**src/rtl/cgra_kernel_dispatcher_pkg.sv**
```systemverilog
// Shared types and word layout for the CGRA kernel dispatcher.
// Grid geometry lives here so every stage agrees on the kmem word format.
package cgra_kernel_dispatcher_pkg;

    localparam int N_COL          = 4;
    localparam int KER_CONF_N_REG = 16;
    localparam int IMEM_N_LINES   = 128;
    localparam int RCS_NUM_CREG   = 32;

    localparam int KER_ID_W   = $clog2(KER_CONF_N_REG);
    localparam int IMEM_ADD_W = $clog2(IMEM_N_LINES);
    localparam int NINSTR_W   = $clog2(RCS_NUM_CREG);
    localparam int WORD_W     = N_COL + IMEM_ADD_W + NINSTR_W;

    localparam int NINSTR_LSB = 0;
    localparam int NINSTR_HSB = NINSTR_LSB + NINSTR_W - 1;
    localparam int IMEM_LSB   = NINSTR_HSB + 1;
    localparam int IMEM_HSB   = IMEM_LSB + IMEM_ADD_W - 1;
    localparam int MASK_LSB   = IMEM_HSB + 1;
    localparam int MASK_HSB   = MASK_LSB + N_COL - 1;

    typedef enum logic [1:0] {
        ST_IDLE   = 2'd0,
        ST_FETCH  = 2'd1,
        ST_DECODE = 2'd2,
        ST_ALLOC  = 2'd3
    } disp_state_e;

    typedef enum logic {
        ALLOC_FIXED = 1'b0,
        ALLOC_RELOC = 1'b1
    } alloc_mode_e;

    typedef struct packed {
        logic [N_COL-1:0]      col_mask;
        logic [IMEM_ADD_W-1:0] imem_add;
        logic [NINSTR_W-1:0]   n_instr;
    } kmem_word_t;

    function automatic int popcount(input logic [N_COL-1:0] m);
        int c;
        c = 0;
        for (int i = 0; i < N_COL; i++) begin
            c = c + int'(m[i]);
        end
        return c;
    endfunction

endpackage

```
**src/rtl/cgra_kernel_dispatcher_col.sv**
```systemverilog
// Column allocator: picks the target column set for a kernel mask.
// Fixed mode uses the mask as-is; relocatable mode finds the lowest free run.
module cgra_col_allocator
    import cgra_kernel_dispatcher_pkg::*;
(
    input  logic [N_COL-1:0] free_i,
    input  logic [N_COL-1:0] req_i,
    input  alloc_mode_e      mode_i,
    output logic [N_COL-1:0] target_o,
    output logic             found_o
);

    logic [N_COL-1:0] win;
    int               cnt;

    always_comb begin
        cnt      = popcount(req_i);
        win      = '0;
        target_o = '0;
        found_o  = 1'b0;
        for (int j = 0; j < N_COL; j++) begin
            win[j] = (j < cnt);
        end
        if (mode_i == ALLOC_FIXED) begin
            target_o = req_i;
            found_o  = (|req_i) && ((req_i & ~free_i) == '0);
        end else if (cnt != 0) begin
            // Scan downwards so the lowest fitting position wins.
            for (int i = N_COL - 1; i >= 0; i--) begin
                if ((i + cnt <= N_COL) && (((win << i) & ~free_i) == '0)) begin
                    target_o = win << i;
                    found_o  = 1'b1;
                end
            end
        end
    end

endmodule

```
**src/rtl/cgra_kernel_dispatcher.sv**
```systemverilog
// Multi-slot kernel launch engine for the CGRA columns.
// Optional CGRA_DISPATCH_PERF_CNT_EN adds per-slot ALLOC stall counters.
module cgra_kernel_dispatcher
    import cgra_kernel_dispatcher_pkg::*;
#(
    parameter int N_SLOTS    = 2,
    parameter int ALLOC_MODE = 0
) (
    input  logic                         clk_i,
    input  logic                         rst_i,
    input  logic [N_SLOTS-1:0]           slot_req_i,
    input  logic [N_SLOTS*KER_ID_W-1:0]  slot_ker_id_i,
    output logic [N_SLOTS-1:0]           slot_ack_o,
    output logic [N_SLOTS-1:0]           slot_err_o,
    output logic [N_SLOTS-1:0]           slot_done_o,
    output logic [N_SLOTS-1:0]           slot_busy_o,
    output logic                         kmem_req_o,
    output logic [KER_ID_W-1:0]          kmem_addr_o,
    input  logic [WORD_W-1:0]            kmem_rdata_i,
    output logic [N_COL-1:0]             col_start_o,
    output logic [IMEM_ADD_W-1:0]        col_imem_add_o,
    output logic [NINSTR_W-1:0]          col_n_instr_o,
    input  logic [N_COL-1:0]             col_done_i,
    output logic [N_COL-1:0]             cols_busy_o
`ifdef CGRA_DISPATCH_PERF_CNT_EN
    ,
    output logic [N_SLOTS*32-1:0]        stall_cnt_o
`endif
);

    localparam int SLOT_W = (N_SLOTS > 1) ? $clog2(N_SLOTS) : 1;
    localparam alloc_mode_e MODE = (ALLOC_MODE != 0) ? ALLOC_RELOC : ALLOC_FIXED;

    disp_state_e                     state_q, state_d;
    logic [SLOT_W-1:0]               ptr_q, ptr_d;
    logic [SLOT_W-1:0]               sel_q, sel_d;
    kmem_word_t                      word_q, word_d;
    logic [N_COL-1:0]                busy_q, busy_d;
    logic [N_SLOTS-1:0][N_COL-1:0]   owner_q, owner_d;
    logic [N_SLOTS-1:0]              done_q, done_d;

    logic [N_SLOTS-1:0][KER_ID_W-1:0] ids;
    logic [N_SLOTS-1:0]              owned;
    logic [N_SLOTS-1:0]              elig;
    logic [N_SLOTS-1:0]              sel_oh;
    logic [SLOT_W-1:0]               cand;
    logic [SLOT_W-1:0]               pick;
    logic                            pick_vld;
    logic [N_COL-1:0]                free;
    logic [N_COL-1:0]                target;
    logic                            found;
    logic                            grant;
    logic                            reject;
    logic                            run;

    assign ids  = slot_ker_id_i;
    assign run  = !rst_i;
    assign elig = slot_req_i & ~owned;
    // A column finishing this cycle is already free for a new start.
    assign free = ~(busy_q & ~col_done_i);

    always_comb begin
        owned  = '0;
        sel_oh = '0;
        for (int s = 0; s < N_SLOTS; s++) begin
            owned[s] = |owner_q[s];
        end
        sel_oh[sel_q] = 1'b1;
    end

    always_comb begin
        pick_vld = 1'b0;
        pick     = '0;
        cand     = '0;
        for (int k = 0; k < N_SLOTS; k++) begin
            cand = SLOT_W'((int'(ptr_q) + k) % N_SLOTS);
            if (!pick_vld && elig[cand]) begin
                pick_vld = 1'b1;
                pick     = cand;
            end
        end
    end

    cgra_col_allocator u_alloc (
        .free_i   (free),
        .req_i    (word_q.col_mask),
        .mode_i   (MODE),
        .target_o (target),
        .found_o  (found)
    );

    always_comb begin
        state_d = state_q;
        ptr_d   = ptr_q;
        sel_d   = sel_q;
        word_d  = word_q;
        busy_d  = busy_q & ~col_done_i;
        grant   = 1'b0;
        reject  = 1'b0;
        for (int s = 0; s < N_SLOTS; s++) begin
            owner_d[s] = owner_q[s] & ~col_done_i;
        end
        unique case (state_q)
            ST_IDLE: begin
                if (pick_vld) begin
                    sel_d   = pick;
                    state_d = ST_FETCH;
                end
            end
            ST_FETCH: begin
                word_d  = kmem_word_t'(kmem_rdata_i);
                state_d = ST_DECODE;
            end
            ST_DECODE: begin
                if ((word_q.col_mask == '0) ||
                    ((MODE == ALLOC_RELOC) &&
                     (popcount(word_q.col_mask) > N_COL))) begin
                    reject  = 1'b1;
                    state_d = ST_IDLE;
                end else begin
                    state_d = ST_ALLOC;
                end
            end
            ST_ALLOC: begin
                if (found) begin
                    grant          = 1'b1;
                    busy_d         = busy_d | target;
                    owner_d[sel_q] = owner_d[sel_q] | target;
                    ptr_d          = (int'(sel_q) == N_SLOTS - 1) ? '0 : sel_q + 1'b1;
                    state_d        = ST_IDLE;
                end
            end
            default: state_d = ST_IDLE;
        endcase
        for (int s = 0; s < N_SLOTS; s++) begin
            done_d[s] = (|owner_q[s]) && !(|owner_d[s]);
        end
    end

    always_ff @(posedge clk_i) begin
        if (rst_i) begin
            state_q <= ST_IDLE;
            ptr_q   <= '0;
            sel_q   <= '0;
            word_q  <= '0;
            busy_q  <= '0;
            owner_q <= '0;
            done_q  <= '0;
        end else begin
            state_q <= state_d;
            ptr_q   <= ptr_d;
            sel_q   <= sel_d;
            word_q  <= word_d;
            busy_q  <= busy_d;
            owner_q <= owner_d;
            done_q  <= done_d;
        end
    end

    assign kmem_req_o     = run && (state_q == ST_IDLE) && pick_vld;
    assign kmem_addr_o    = kmem_req_o ? ids[pick] : '0;
    assign col_start_o    = (run && grant) ? target : '0;
    assign col_imem_add_o = (run && grant) ? word_q.imem_add : '0;
    assign col_n_instr_o  = (run && grant) ? word_q.n_instr : '0;
    assign slot_ack_o     = (run && (grant || reject)) ? sel_oh : '0;
    assign slot_err_o     = (run && reject) ? sel_oh : '0;
    assign slot_done_o    = run ? done_q : '0;
    assign slot_busy_o    = run ? owned : '0;
    assign cols_busy_o    = run ? busy_q : '0;

`ifdef CGRA_DISPATCH_PERF_CNT_EN
    logic [N_SLOTS-1:0][31:0] stall_q;

    // Counts cycles a slot waits in ALLOC for its columns to free up.
    always_ff @(posedge clk_i) begin
        if (rst_i) begin
            stall_q <= '0;
        end else if ((state_q == ST_ALLOC) && !found &&
                     (stall_q[sel_q] != 32'hFFFF_FFFF)) begin
            stall_q[sel_q] <= stall_q[sel_q] + 32'd1;
        end
    end

    assign stall_cnt_o = stall_q;
`endif

endmodule

```
**config.mk**
```make
export PLATFORM = sky130hd
export DESIGN_NAME = cgra_kernel_dispatcher
export DESIGN_NICKNAME = d
export VERILOG_FILES = /design/src/rtl/cgra_kernel_dispatcher_pkg.sv /design/src/rtl/cgra_kernel_dispatcher_col.sv /design/src/rtl/cgra_kernel_dispatcher.sv
export SDC_FILE = /design/constraint.sdc
export NUM_CORES = 1
export LEC_CHECK = 0
export ABC_CLOCK_PERIOD_IN_PS = 2900
export BUFFER_PORTS_ARGS = -buffer_cell sky130_fd_sc_hd__buf_2
export CORE_ASPECT_RATIO = 0.5
export CORE_MARGIN = 2
export CORE_UTILIZATION = 29
export CTS_CLUSTER_DIAMETER = 100
export DETAILED_ROUTE_END_ITERATION = 10
export PLACE_DENSITY = 0.54
export RECOVER_POWER = 25
export SETUP_SLACK_MARGIN = 0.2
export SYNTH_ARGS = -nofsm -noshare
export SYNTH_HDL_FRONTEND = slang
export SYNTH_HIERARCHICAL = 1
export SYNTH_SLANG_ARGS = --single-unit
export TNS_END_PERCENT = 5
```
**constraint.sdc**
```tcl
create_clock -name clk_i -period 2.9 [get_ports clk_i]
set_clock_uncertainty 0.1 [all_clocks]
set_input_delay 0.58 -clock clk_i [delete_from_list [all_inputs] [get_ports clk_i]]
set_output_delay 0.58 -clock clk_i [all_outputs]
set_load 0.005 [all_outputs]
```
# == Word level (Yosys, flattened, before mapping) ==
# Cells that the tools add are included.
# totals
regBits,34
word_cells,98
# classes
add_sub_neg,2
magnitude_cmp,5
eq_ne,5
mux,39
n_bitwise,11
n_reduce_logical,26
# ops
cell,count
$mux W4,10
$reduce_or A4 Y1,5
$and A4 B4 Y4,4
$mux W8,2
$mux W1,14
$mux W2,7
$not A4 Y4,3
$logic_and A1 B1 Y1,10
$bwmux W8,1
$logic_not A4 Y1,2
$lt A1 B2 Y1 const B,4
$or A4 B4 Y4,2
$pmux W2 S4,1
$mux W7,1
$reduce_and A2 Y1,3
$mux W5,1
$demux W4 S1,1
$eq A2 B2 Y1 const B,2
$logic_not A1 Y1,4
$ne A2 B2 Y1 const B,2
$add A1 B1 Y1 const B,2
$and A2 B2 Y2,1
$eq A2 B1 Y1 const B,1
$logic_not A2 Y1,1
4 further kinds,4

# == Longest topological paths before layout ==
# Gate-level depths: netlist (run 1).
# depth
ltp_word,12
mapped_depth,13
mapped_depth_nobuf,12

# == Hierarchy ==
# The synthesis (run 1) kept the hierarchy.
# modules_own_cells
mod,n_inst,cells_per_inst,area_each_um2,seq_area_each_um2
cgra_kernel_dispatcher,1,206,1616.6,680.7
cgra_col_allocator,1,59,427.9,0.0

# == Worst setup path before layout (run 1) ==
# OpenSTA, ideal clock, no wires.
# synth_timing
path_kind,input port to output port
startpoint,input port col_done_i[2]
endpoint,output port col_imem_add_o[3]
arrival_time_ns,2.270
t_required_ns,2.220
slack_ns,-0.050
stages,8
path_buffers,3
cell_sequence,nand2b_1 clkbuf_1 nor2_1 o41ai_1 and3_1 clkbuf_1 clkbuf_1 and3_1
# synth_via
elab_chain_cells,11
# synth_lines
element,line,rtl
"start, declared",cgra_kernel_dispatcher.sv:23,"input logic [N_COL-1:0] col_done_i,"
$not A4 Y4,cgra_kernel_dispatcher.sv:60,assign free = ~(busy_q & ~col_done_i);
$and A4 B4 Y4,cgra_kernel_dispatcher.sv:60,
$not A4 Y4,cgra_kernel_dispatcher.sv:60,
$not A4 Y4,n/a,
$and A4 B4 Y4,cgra_kernel_dispatcher_col.sv:26,found_o = (|req_i) && ((req_i & ~free_i) == '0);
$logic_not A4 Y1,cgra_kernel_dispatcher_col.sv:26,
$logic_and A1 B1 Y1,cgra_kernel_dispatcher_col.sv:26,
named net found,cgra_kernel_dispatcher.sv:51,logic found;
$mux W1,cgra_kernel_dispatcher.sv:125,if (found) begin
$mux W1,cgra_kernel_dispatcher.sv:103,unique case (state_q)
$logic_and A1 B1 Y1,cgra_kernel_dispatcher.sv:163,assign col_imem_add_o = (run && grant) ? word_q.imem_add : '0;
$mux W7,cgra_kernel_dispatcher.sv:163,
"end, declared",cgra_kernel_dispatcher.sv:21,"output logic [IMEM_ADD_W-1:0] col_imem_add_o,"
# The timed path passes the listed nets, and every way through them passes these cells.

# == Final worst setup path (run 1) ==
# layout_timing
startpoint,register word_q[12] in the netlist's numbering
endpoint,output port slot_ack_o[0]
# layout_via
elab_chain_cells,8
word_cells_on_any_way,12
cone_classes,mux (5); bitwise (1); reduce/logical (6)
# layout_lines
element,line,rtl
"start, declared",cgra_kernel_dispatcher.sv:37,"kmem_word_t word_q, word_d;"
"start signal, assigned",cgra_kernel_dispatcher.sv:153,word_q <= word_d;
$and A4 B4 Y4,cgra_kernel_dispatcher_col.sv:26,
$logic_not A4 Y1,cgra_kernel_dispatcher_col.sv:26,
$logic_and A1 B1 Y1,cgra_kernel_dispatcher_col.sv:26,
$mux W1,cgra_kernel_dispatcher.sv:125,
$mux W1,cgra_kernel_dispatcher.sv:103,
$logic_or A1 B1 Y1 *,cgra_kernel_dispatcher.sv:165,assign slot_ack_o = (run && (grant || reject)) ? sel_oh : '0;
$logic_and A1 B1 Y1 *,cgra_kernel_dispatcher.sv:165,
$mux W2 *,cgra_kernel_dispatcher.sv:165,
"end, declared",cgra_kernel_dispatcher.sv:13,"output logic [N_SLOTS-1:0] slot_ack_o,"
# Mark *: on every way between the ends. The rest lies on a longest branch, timed or not.

==> run summary, run 1 <==
The tools report the category of the worst setup path launch point as a register. The part of the Yosys area used for sequential elements is 0.333. The clock insertion delay at the later pin of the skew report is 270 ps. The combined area of the multi-input logic cells came out at 1320 µm². The initialized floorplan defines 21 standard-cell rows. Global routing finished with a remaining overflow of 0. Portion of the clock cycle consumed by the worst path in the final layout: 0.940.

TritonCTS built the clock tree. Dividing the detail-routed wire length by the instance count gives 13.5 µm. For this design the static power due to leakage is 1.34 nW. For the relative slew slack, the log shows 0.594. In this design, the largest share of critical-path delay is due to simple AND/OR/NAND/NOR gates. Yosys printed 6 warnings. The library cell used most frequently in the layout, excluding fill and tap cells, is sky130_fd_sc_hd__buf_2.

The register clock-pin slew on the reported worst setup and hold paths was 50 ps. Following the worst setup path forward leads to its endpoint at slot_ack_o[0]. The compound-gate portion of the synthesized area was 0.196. The clock root buffer master was sky130_fd_sc_hd__clkbuf_16.

The area growth from synthesis to layout was 40.1%. After synthesis, the largest family of logic cells by area is simple AND/OR/NAND/NOR gates. After the last flow step, the layout net total stands at 376.

STA classifies the critical path endpoint as an output pin. In the synthesized netlist, the number of instances is 265. The multiplexer share of the synthesized area came out at 0.0318. The post-synthesis xor/xnor area fraction was 0; the aggregate global-route resource usage was 0.153. The share of layout cells above drive strength 1 is 0.363. For this design, the slowest cell found on the critical path is sky130_fd_sc_hd__or4_4. The largest single stage delay on the critical path is 550 ps.

Including well taps, the total number of placed cells is 410. The logs give 431 for the final cell count without fillers and 5.81 mm for the total routed wirelength. The startpoint identified for the worst register-to-register timing path is word_q[12]. Across the run, the number of max-cap violations was 0. For the achievable frequency, the log shows 367 MHz. The most used flip-flop cell after synthesis was sky130_fd_sc_hd__dfxtp_1. The simple logic cell fraction of the synthesized area works out to 0.326. The number of failing hold endpoints at the final stage is 0, and the power density relative to cell area is 486 nW/µm². The run finished with clean final reports.

Via count of the first global-routing pass: 2077. After detailed routing, the number of remaining DRC violations is 0. The count of nets left with antenna violations once routing finished came out at 0.

The critical path is of the reg -> out type. For the total power after layout, the log shows 1.39 mW. The first global-routing pass estimated 9.63 mm of wire.

Yosys mapped a number of flops with a built-in enable equal to 0. At the pin with the least slew margin, the transition time is 608 ps. The adder and majority cell fraction of the synthesized area works out to 0.0404. Count of H-tree levels built during CTS: 2. The run gives 0 as the antenna diode instance count.

The synthesized flop and latch total came out at 34. The total stage count of the critical path is 5, and the overall die area is 7780 µm². For the area used by sequential logic in the layout, the log shows 687 µm². The largest voltage drop on the vdd net was 340 µV.

In this run the standard cell core region covers 6750 µm². The initial cell density of the core was 0.303; the mean cell area of the mapped netlist was 7.71 µm². Fill cells in the final layout number 686. Traced cell by cell, the critical path runs through buf_6 > or4_4 > or3b_4 > a211oi_2 > buf_2. Entering global routing, the biggest net connects 27 pins. Pin placement for this block handled 65 I/O pins. The number of nets produced by synthesis was 303; the initial antenna violation count was 0. The number of hold buffers added after CTS was 0. Fraction of registers with async set/reset: 0. The worst reg-to-reg setup slack was 660 ps; the final-report max-slew violation count was 0. Setup repair after global routing could not meet its margin everywhere.

Setup violations remaining at the end of the flow were counted as 0. The run gives 2050 ps as the critical path arrival. For the weighted congestion at the end of routability-driven global placement, the log shows 0.828. Placed wire-length estimate after detailed placement: 4.27 mm. The most critical setup path has its startpoint at word_q[12].

The overall die width is 123 µm. In the layout the commonest cells are sky130_fd_sc_hd__buf_2, sky130_fd_sc_hd__nand2_1, sky130_fd_sc_hd__dfxtp_1, sky130_fd_sc_hd__a21oi_1, sky130_fd_sc_hd__nor2_1. The cell area that synthesis handed to floorplanning was 2040 µm². The number of buffers and inverters on the critical path is 2. Data on the critical path is required at its endpoint by 2220 ps. The longest clock path from root to sink contains 2 buffers. The logs give 0 ps for the total negative slack for setup checks and 53 for the distinct cell type count after synthesis. The number of clock buffers added by TritonCTS is 5. The per-cell via count in the routed design came out at 4.94.

The first detailed-routing pass took 4 iterations. The worst reg2reg path endpoint was done_q[0]. The final critical delay including setup and external delays came out at 2730 ps.

The die is 63.4 µm tall. In this run the worst hold path is classified as reg -> reg. The run gives 2129 as the via count. The depth of the most critical reg-to-reg path was 11; the port buffer count was 64. The number of sinks on the clock net is 34. The DRC violation total after the first TritonRoute iteration came out at 99. On the final layout, the worst hold slack is 351 ps.

Of all nets on the critical path, the largest fanout is 4.
==> layout make-up <==
class | count | area share
clock inverters | 1 | 0.00175
clock buffers | 7 | 0.0498
inverters | 14 | 0.0192
multi-input cells | 198 | 0.462
well taps | 92 | 0.0402
flip-flops and latches | 34 | 0.240
repair buffers | 85 | 0.188
==> worst reg2reg max path: stages, from the launching register on <==
cell	delay [ps]
sky130_fd_sc_hd__dfxtp_4	360
sky130_fd_sc_hd__inv_4	40
sky130_fd_sc_hd__ha_4	150
sky130_fd_sc_hd__a21oi_4	120
sky130_fd_sc_hd__a21oi_2	60
sky130_fd_sc_hd__o41ai_4	250
sky130_fd_sc_hd__buf_4	170
sky130_fd_sc_hd__buf_6	90
sky130_fd_sc_hd__nand3_4	90
sky130_fd_sc_hd__nor2_1	330
sky130_fd_sc_hd__a21oi_1	150
sky130_fd_sc_hd__and3_1	210
==> synthesized netlist by cell type (2+ instances only) <==
| cell | n | area share |
|---|---|---|
| sky130_fd_sc_hd__nand4b_1 | 2 | 0.0086 |
| sky130_fd_sc_hd__o22ai_1 | 2 | 0.0061 |
| sky130_fd_sc_hd__nor3_1 | 3 | 0.0073 |
| sky130_fd_sc_hd__inv_1 | 14 | 0.026 |
| sky130_fd_sc_hd__or4_4 | 2 | 0.011 |
| sky130_fd_sc_hd__a21oi_1 | 31 | 0.076 |
| sky130_fd_sc_hd__o311ai_0 | 2 | 0.0086 |
| sky130_fd_sc_hd__buf_6 | 2 | 0.011 |
| sky130_fd_sc_hd__ha_1 | 5 | 0.031 |
| sky130_fd_sc_hd__nand2b_1 | 7 | 0.021 |
| sky130_fd_sc_hd__a32oi_1 | 2 | 0.0086 |
| sky130_fd_sc_hd__o21ai_0 | 2 | 0.0049 |
| sky130_fd_sc_hd__nand3_1 | 4 | 0.0098 |
| sky130_fd_sc_hd__dfxtp_1 | 34 | 0.33 |
| sky130_fd_sc_hd__buf_4 | 2 | 0.0073 |
| sky130_fd_sc_hd__mux2i_1 | 5 | 0.024 |
| sky130_fd_sc_hd__nand2_1 | 48 | 0.088 |
| sky130_fd_sc_hd__and3_1 | 19 | 0.058 |
| sky130_fd_sc_hd__clkbuf_1 | 14 | 0.026 |
| sky130_fd_sc_hd__nor2b_1 | 12 | 0.037 |
| sky130_fd_sc_hd__o31ai_1 | 2 | 0.0073 |
| sky130_fd_sc_hd__nor2_1 | 19 | 0.035 |
| sky130_fd_sc_hd__nand3b_1 | 2 | 0.0073 |
==> kinds of logic after synthesis <==
| logic type | after synthesis |
|---|---|
| AO/OA/AOI/OAI | 58 |
| adder cells (fa/ha/maj) | 6 |
| buffers and inverters | 33 |
| flip-flops | 34 |
| multiplexers | 6 |
| other | 1 |
| AND/OR/NAND/NOR | 127 |
==> per-stage QoR <==
stage	util	area (µm²)	setup WS (ps)
2_1_floorplan	-	2060	218
3_3_place_gp	0.365	2470	167
3_5_place_dp	0.365	2470	102
4_1_cts	0.412	2780	66.3
5_1_grt	0.424	2870	96.9
6_report	0.424	2870	175
==> metal layers <==
metal	vias up	wire (µm)	global-route usage
li1	1065	-	-
met1	1017	2860	0.211
met2	42	2750	0.252
met3	5	159	0.0226
met4	0	41	0.0345
met5	-	0	0
==> where the power goes <==
part / internal, mW / switching [mW] / leakage, nW / total [mW]
registers: 0.497 / 0.0349 / 0.278 / 0.532
clock network: 0.340 / 0.185 / 0.0739 / 0.525
logic: 0.159 / 0.178 / 0.992 / 0.336
==> sequential cells by signal, summed over array words and instances (netlist names) <==
signal	cells
word_q	16
owner_q	8
sel_q	1
state_q	2
done_q	2
ptr_q	1
busy_q	4
==> how the worst min path moves through the flow <==
| stage | cells past startpoint | slack [ps] | startpoint | end |
|---|---|---|---|---|
| 4_1_cts | 2 | 350 | word_q[6] | word_q[6] |
| 3_3_place_gp | 2 | 340 | word_q[1] | word_q[1] |
| 5_1_grt | 2 | 380 | word_q[7] | word_q[7] |
| 3_5_place_dp | 2 | 340 | word_q[6] | word_q[6] |
| 6_report | 2 | 350 | word_q[6] | word_q[6] |
| 2_1_floorplan | 2 | 330 | word_q[0] | word_q[0] |
==> what timing repair did <==
item                                    CTS  global route
endpoints found under the setup margin   18            24
pin swaps                                 6             7
hold endpoints to repair                  0             0
setup buffers                            10             3
gates resized for setup                  27            11
No activity file was read; power rests on OpenSTA's default activity.
==> run 2: changes to the inputs <==
--- a/config.mk
+++ b/config.mk
@@ -5,14 +5,14 @@
 export SDC_FILE = /design/constraint.sdc
 export NUM_CORES = 1
 export LEC_CHECK = 0
-export ABC_CLOCK_PERIOD_IN_PS = 2900
+export ABC_CLOCK_PERIOD_IN_PS = 3300
 export BUFFER_PORTS_ARGS = -buffer_cell sky130_fd_sc_hd__buf_2
 export CORE_ASPECT_RATIO = 0.5
 export CORE_MARGIN = 2
 export CORE_UTILIZATION = 29
 export CTS_CLUSTER_DIAMETER = 100
 export DETAILED_ROUTE_END_ITERATION = 10
-export PLACE_DENSITY = 0.54
+export PLACE_DENSITY = 0.52
 export RECOVER_POWER = 25
 export SETUP_SLACK_MARGIN = 0.2
 export SYNTH_ARGS = -nofsm -noshare
==> constraint.sdc (replaced) <==
create_clock -name clk_i -period 3.3 [get_ports clk_i]
set_clock_uncertainty 0.1 [all_clocks]
set_input_delay 0.66 -clock clk_i [delete_from_list [all_inputs] [get_ports clk_i]]
set_output_delay 0.66 -clock clk_i [all_outputs]
set_load 0.005 [all_outputs]
==> run summary, run 2 (synthesized netlist as in run 1, its figures left out) <==
The critical path ends at slot_ack_o[0]. The total negative slack for setup checks is 0 ps (unchanged), and the number of failing hold endpoints at the final stage is 0 (unchanged). The antenna diode instance count came out at 0 (unchanged). The share of layout cells above drive strength 1 was 0.280 (-0.0833).

The largest registers in the layout are word_q (16), owner_q (8), busy_q (4). The number of placed cells counting well taps is 408 (-0.49%), and the power density relative to cell area is 444 nW/µm² (-8.6%). Standard cell core area: 6750 µm² (unchanged).

The endpoint identified for the worst register-to-register timing path is done_q[0]. Via count: 2004 (-5.9%). Setup repair after global routing could not meet its margin everywhere.

The run gives 0.303 (unchanged) as the initial cell density of the core. The port buffer count came out at 64 (unchanged). In this run the most critical hold path is launched from word_q[1].

The per-cell via count in the routed design is 4.84 (-2.0%). The logs give 4.19 mm (-1.9%) for the placed wire-length estimate after detailed placement and 361 (-4.0%) for the net count of the finished layout. Length of the first detailed-routing pass in iterations: 4 (unchanged). The worst register-to-register path begins at word_q[12]. The portion of the clock cycle consumed by the worst path in the final layout was 0.902. The depth of the most critical reg-to-reg path was 10 (-1).

The DRC violation total after the first TritonRoute iteration came out at 109 (+10%). The largest voltage drop on the vdd net was 174 µV (-49%); the number of failing setup endpoints in the final timing report was 0 (unchanged). For the reported leakage power, the log shows 1.24 nW (-7.4%). End-of-flow core utilization: 0.380 (-0.0443).

The weighted congestion at the end of routability-driven global placement was 0.823 (-0.57%). The class of the tightest hold or removal check is reg -> reg. The die outline height was 63.4 µm (unchanged); the I/O pin count was 65 (unchanged). The flip-flop count of the largest register, all copies and words added works out to 16 (unchanged). Timing would allow up to 336 MHz. TritonCTS built the clock tree. The pin count of the biggest net entering global routing was 27 (unchanged); the critical path arrival was 2220 ps (+170 ps). The logs give 9.13 mm (-5.2%) for the wire length of the first global-routing pass and 1924 (-7.4%) for the via count of the first global-routing pass. The register clock-pin slew on the reported worst setup and hold paths works out to 50 ps (about the same). The critical path is of the in -> out type. The top cell types in the final layout, fill and taps aside, are sky130_fd_sc_hd__buf_2, sky130_fd_sc_hd__nand2_1, sky130_fd_sc_hd__dfxtp_1, sky130_fd_sc_hd__a21oi_1. Number of sinks on the clock net: 34 (unchanged). STA classifies the critical path startpoint as an input pin.

The tools report the initial antenna violation count as 0 (unchanged). In this run the worst setup path begins at col_done_i[1]. The logs give 2 (unchanged) for the buffer levels on the longest clock path and 7780 µm² (unchanged) for the overall die area.

The count of H-tree levels built during CTS is 2 (unchanged). The worst-case hold slack is 347 ps (-3.32 ps). The relative slew slack was 0.281 (-0.314).

Clock root buffer master: sky130_fd_sc_hd__clkbuf_16. The worst setup path is captured at an output pin. The smallest clock period supported by the final layout is computed as 2980 ps. The floorplan row count is 21 (unchanged), and the remaining antenna violation count is 0 (unchanged). Clock insertion delay at the later pin of the skew report: 270 ps (about the same). Wire length per cell: 13.2 µm (-2.2%).

The number of buffers created by CTS is 5 (unchanged). Overall die width: 123 µm (unchanged). The required time at the worst-slack endpoint was 2540 ps (+320 ps); the worst reg-to-reg setup slack was 900 ps (+240 ps). The sum of overflow across all layers after global routing came out at 0 (unchanged). The flow ran to the end, and the final reports show no timing, DRC or antenna violations. The final cell count without fillers was 414 (-3.9%).

The logs give 0.145 (-0.00825) for the aggregate global-route resource usage and 0 (unchanged) for the number of maximum-capacitance violations. Relative to the synthesized area, the layout overhead comes to 25.5%. Most common cell after layout, fill and taps aside: sky130_fd_sc_hd__buf_2. The highest net fanout along the worst path works out to 8 (+4). The slew at the pin closest to its max-slew limit was 1080 ps (+468 ps); the post-route DRC violation count was 0 (unchanged). The register with the most flip-flops is word_q. The logs give 5.46 mm (-6.1%) for the total routed wirelength and 0 (unchanged) for the final-report max-slew violation count.
## run 2: repair_timing
item,4_1_cts,5_1_grt
setup buffers,0,0
resized for setup,0,2
hold buffers,0,0
setup endpoints to repair,0,18
## run 2: cell type report
type                    count  area, µm²
repair buffers             70        365
fillers                   716       4190
flip-flops and latches     34        682
clock buffers               6        139
well taps                  92        115
inverters                  14       52.6
multi-input cells         198       1210
## run 2: how the worst min path moves through the flow
stage / end / slack (ps) / depth (start not counted)
final: word_q[1] / 350 / 2
after global routing: word_q[1] / 370 / 2
after CTS: word_q[2] / 350 / 2
after detailed placement: word_q[2] / 340 / 2
after global placement: word_q[11] / 340 / 2
after floorplan: word_q[0] / 330 / 2
## run 2: per-layer routing
metal | share of wire | track usage | vias to the layer above
li1 | - | - | 1027
met1 | 0.48 | 0.205 | 938
met2 | 0.48 | 0.225 | 37
met3 | 0.038 | 0.0254 | 2
met4 | 0.0026 | 0.0417 | 0
met5 | 0 | 0 | -
## run 2: critical path: stages
cell and delay (ps):
sky130_fd_sc_hd__buf_2 100, sky130_fd_sc_hd__nand2b_2 200, sky130_fd_sc_hd__o22ai_1 100, sky130_fd_sc_hd__o41ai_2 380, sky130_fd_sc_hd__buf_4 180, sky130_fd_sc_hd__nand3_1 160
sky130_fd_sc_hd__a211oi_1 280, sky130_fd_sc_hd__buf_2 150
## run 2: through the flow
| step | setup slack [ps] | total power [mW] | instance area [µm²] |
|---|---|---|---|
| 3_5_place_dp | 209 | 0.703 | 2440 |
| 3_3_place_gp | 263 | 0.699 | 2440 |
| 6_report | 322 | 1.14 | 2570 |
| 2_1_floorplan | 311 | 0.644 | 2050 |
| 5_1_grt | 181 | 1.21 | 2570 |
| 4_1_cts | 206 | 1.15 | 2580 |
## run 2: report_power, final
group	internal (mW)	leakage (nW)	total (mW)	switching (mW)
clock network	0.291	0.0688	0.443	0.152
registers	0.436	0.277	0.462	0.0259
logic	0.0993	0.898	0.234	0.135
total	0.827	1.24	1.14	0.313
==> run 3: changes to the inputs <==
--- a/config.mk
+++ b/config.mk
@@ -5,6 +5,7 @@
 export SDC_FILE = /design/constraint.sdc
 export NUM_CORES = 1
 export LEC_CHECK = 0
+export ABC_AREA = 1
 export ABC_CLOCK_PERIOD_IN_PS = 3300
 export BUFFER_PORTS_ARGS = -buffer_cell sky130_fd_sc_hd__buf_2
 export CORE_ASPECT_RATIO = 0.5
==> run summary, run 3 <==
The run finished with clean final reports. The number of failing hold endpoints at the final stage is 0 (unchanged), and the highest net fanout along the worst path is 6 (-2). Traced cell by cell, the critical path runs through clkbuf_1 > or2_2 > o22ai_1 > nor3_1 > a21oi_1 > nand2_1 > inv_2 > nor2_8 > buf_12 > a21oi_4 > nor2_1 > buf_2. The logs give 482 (+18%) for the number of placed cells counting well taps and 0.831 (+0.97%) for the weighted congestion at the end of routability-driven global placement. The run gives 65 (unchanged) as the I/O pin count. Setup repair after global routing left no endpoint under its margin.

The number of maximum-capacitance violations was 0 (unchanged); the fraction of registers with async set/reset was 0 (unchanged). After synthesis, the cell types taking the most area are sky130_fd_sc_hd__dfxtp_1, sky130_fd_sc_hd__nor2_1, sky130_fd_sc_hd__nand2_1, sky130_fd_sc_hd__inv_1, sky130_fd_sc_hd__a21oi_1. The share of layout cells above drive strength 1 came out at 0.309 (+0.0299).

TritonCTS built the clock tree. The synthesized cell area is 2130 µm² (+4.2%). Area used by sequential logic in the layout: 681 µm² (-0.18%).

On the critical path, the stage with the largest delay is an instance of sky130_fd_sc_hd__or2_2. The standard cell core area came out at 7210 µm² (+6.8%). The commonest cells after synthesis are sky130_fd_sc_hd__nor2_1, sky130_fd_sc_hd__nand2_1, sky130_fd_sc_hd__inv_1. The flip-flop count of the largest register, all copies and words added is 16 (unchanged). The worst hold path belongs to the class reg -> reg.

The tree is rooted in a sky130_fd_sc_hd__clkbuf_16. The number of enable flip-flop cells after synthesis is 0 (unchanged), and the final-report max-slew violation count is 0 (unchanged). The most common cell after layout, fill and taps aside is sky130_fd_sc_hd__buf_2. The overall die area came out at 8090 µm² (+4.0%). The largest voltage drop on the vdd net was 228 µV (+31%). The tools report the count of H-tree levels built during CTS as 2 (unchanged). The largest area contributor in the synthesized netlist is sky130_fd_sc_hd__dfxtp_1. The power density relative to cell area is 576 nW/µm² (+30%).

The largest registers in the layout are word_q (16), owner_q (8), busy_q (4). The number of buffers created by CTS was 5 (unchanged); the port buffer count was 64 (unchanged). The antenna diode instance count was 0 (unchanged); the overall die width was 125 µm (+2.0%).

The cell depth of the worst hold path was 2 (unchanged). The area share of the largest cell type after synthesis works out to 0.319 (-0.0135). The tools report the via count as 2153 (+7.4%). The run gives 0 (unchanged) as the sum of overflow across all layers after global routing. The register clock-pin slew on the reported worst setup and hold paths is 50 ps (about the same). The run gives 34 (-36%) as the distinct cell type count after synthesis. The tools report the reported leakage power as 1.44 nW (+16%). For the required time at the worst-slack endpoint, the log shows 2540 ps (about the same).

The logs give 30 (+11%) for the pin count of the biggest net entering global routing and 0 (unchanged) for the number of hold-repair buffers added at the cts stage. The kind of cell adding the most delay to the critical path is simple AND/OR/NAND/NOR gates. For the length of the first detailed-routing pass in iterations, the log shows 4 (unchanged). By startpoint and endpoint, the worst setup path is classified as in -> out.

The clock insertion delay at the later pin of the skew report is 270 ps (about the same), and the slew at the pin closest to its max-slew limit is 828 ps (-249 ps). The logs give 154 (+41%) for the DRC violation total after the first TritonRoute iteration and 0.135 (-0.00977) for the aggregate global-route resource usage. The synthesized flop and latch total came out at 34 (unchanged). For the placed wire-length estimate after detailed placement, the log shows 4.18 mm (-0.28%).

The logs give 0.295 (-0.00731) for the initial cell density of the core and 6 (unchanged) for the count of warnings emitted by yosys. More flip-flops sit in one register than any other, and that register is word_q. Critical path arrival: 2290 ps (+70 ps). Leaving out fill and tap cells, the most frequent cells in the layout are sky130_fd_sc_hd__buf_2, sky130_fd_sc_hd__nor2_1, sky130_fd_sc_hd__nand2_1, sky130_fd_sc_hd__inv_1, sky130_fd_sc_hd__dfxtp_1. The buffers plus inverters on the worst setup path is 4 (+1), and the wire length per cell is 11.4 µm (-14%).

The most numerous cell in the Yosys netlist was sky130_fd_sc_hd__nor2_1. The depth of the most critical reg-to-reg path works out to 13 (+3). The mean cell area of the mapped netlist is 6.54 µm² (-15%). Worst reg-to-reg setup slack: 1090 ps (+190 ps). The tools report the net count of the finished layout as 441 (+22%). In the synthesized netlist the dominant register cell turns out to be sky130_fd_sc_hd__dfxtp_1. Final critical delay including setup and external delays: 3050 ps (+74.1 ps). The worst hold path begins at word_q[5].

The die outline height was 64.6 µm (+2.0%); the number of failing setup endpoints in the final timing report was 0 (unchanged). The per-cell via count in the routed design came out at 4.31 (-11%). The run gives 5.68 mm (+4.1%) as the total routed wirelength.

The logs give 8.85 mm (-3.1%) for the wire length of the first global-routing pass and 1867 (-3.0%) for the via count of the first global-routing pass. The worst reg2reg path startpoint is busy_q[1]. The portion of the clock cycle consumed by the worst path in the final layout works out to 0.925 (+0.0225). The area growth from synthesis to layout was 35.1%; the remaining antenna violation count was 0 (unchanged). The part of the Yosys area used for sequential elements was 0.319 (-0.0135).

The maximum single-stage delay on the critical path was 360 ps (-20 ps). The worst min-delay path endpoint was word_q[5]. STA classifies the critical path startpoint as an input pin.

The achievable frequency was 328 MHz (-2.4%); the combined area of the multi-input logic cells was 1270 µm² (+5.2%). Gate count after technology mapping: 326 (+23%). The logs give 2 (unchanged) for the buffer levels on the longest clock path and 500 (+21%) for the final cell count without fillers.

The run gives 0 (unchanged) as the post-route DRC violation count. The initial antenna violation count is 0 (unchanged). The number of sinks on the clock net came out at 34 (unchanged). The worst register-to-register path ends at done_q[0]. Total negative slack for setup checks: 0 ps (unchanged). The tools report the count of filler cells inserted in the layout as 811 (+13%). STA classifies the critical path endpoint as an output pin.

The floorplan row count is 22 (+4.8%), and the relative slew slack is 0.448 (+0.167).
run 3: changes by cell type after synthesis, sizes merged, moves of 8 or more:
cell    change
a21oi       -8
and3       -19
clkbuf     -13
inv        +45
nand2      +18
nor2       +55
nor2b      -12
o21ai      +16
run 3: cell type report:
class | count | share of cell area
Tap cell | 96 | 0.0417
Clock inverter | 2 | 0.0130
Inverter | 60 | 0.0787
Sequential cell | 34 | 0.237
Timing Repair Buffer | 74 | 0.142
Clock buffer | 6 | 0.0448
Multi-Input combinational cell | 228 | 0.443
run 3: power by group:
group	internal [mW]	switching, mW	leakage (nW)	total (mW)
Clock	0.356	0.166	0.0771	0.522
Combinational	0.211	0.405	1.09	0.616
Sequential	0.477	0.0427	0.277	0.520
Total	1.04	0.613	1.44	1.66
run 3: how the worst max path moves through the flow:
stage,startpoint,end,slack (ps),cells past startpoint
2_1_floorplan,col_done_i[3],col_imem_add_o[6],640,13
3_3_place_gp,col_done_i[1],col_n_instr_o[2],250,11
3_5_place_dp,col_done_i[3],col_n_instr_o[2],190,14
4_1_cts,col_done_i[3],col_n_instr_o[2],220,14
5_1_grt,col_done_i[1],slot_ack_o[0],180,12
6_report,col_done_i[1],slot_ack_o[0],250,12
run 3: logic make-up (layout without fill, tap and decap cells):
logic type | after synthesis | in the layout | synth area share
simple gates | 159 | 161 | 0.346
buf+inv | 70 | 142 | 0.136
compound gates | 56 | 56 | 0.159
flops | 34 | 34 | 0.319
fa+ha+maj | 6 | 6 | 0.0388
other cells | 1 | 5 | 0.00176
run 3: what timing repair did:
action                                  in CTS  in global routing
pin swaps                                    0                  6
endpoints found under the setup margin       4                 18
gates cloned                                 0                  2
setup buffers                                0                  8
resized for setup                            1                 22
run 3: per-layer routing:
metal | global-route usage | part of all wire
met1 | 0.188 | 0.51
met2 | 0.212 | 0.44
met3 | 0.0289 | 0.050
met4 | 0.0375 | 0.0051
met5 | 0 | 0
run 3: per-stage QoR:
step	total power [mW]	setup WS (ps)	cell area [µm²]	hold WS, ps	utilization
floorplan	0.950	641	2150	329	-
global placement	1.08	249	2540	340	0.352
detailed placement	1.08	186	2540	343	0.352
CTS	1.60	220	2710	352	0.376
global route	1.79	178	2880	375	0.399
finish	1.66	248	2880	351	0.399
run 3: tightest hold or removal path, cell delays in order, from the launching register on:
cell and delay [ps]:
sky130_fd_sc_hd__dfxtp_1 290, sky130_fd_sc_hd__inv_1 60, sky130_fd_sc_hd__a21oi_1 50
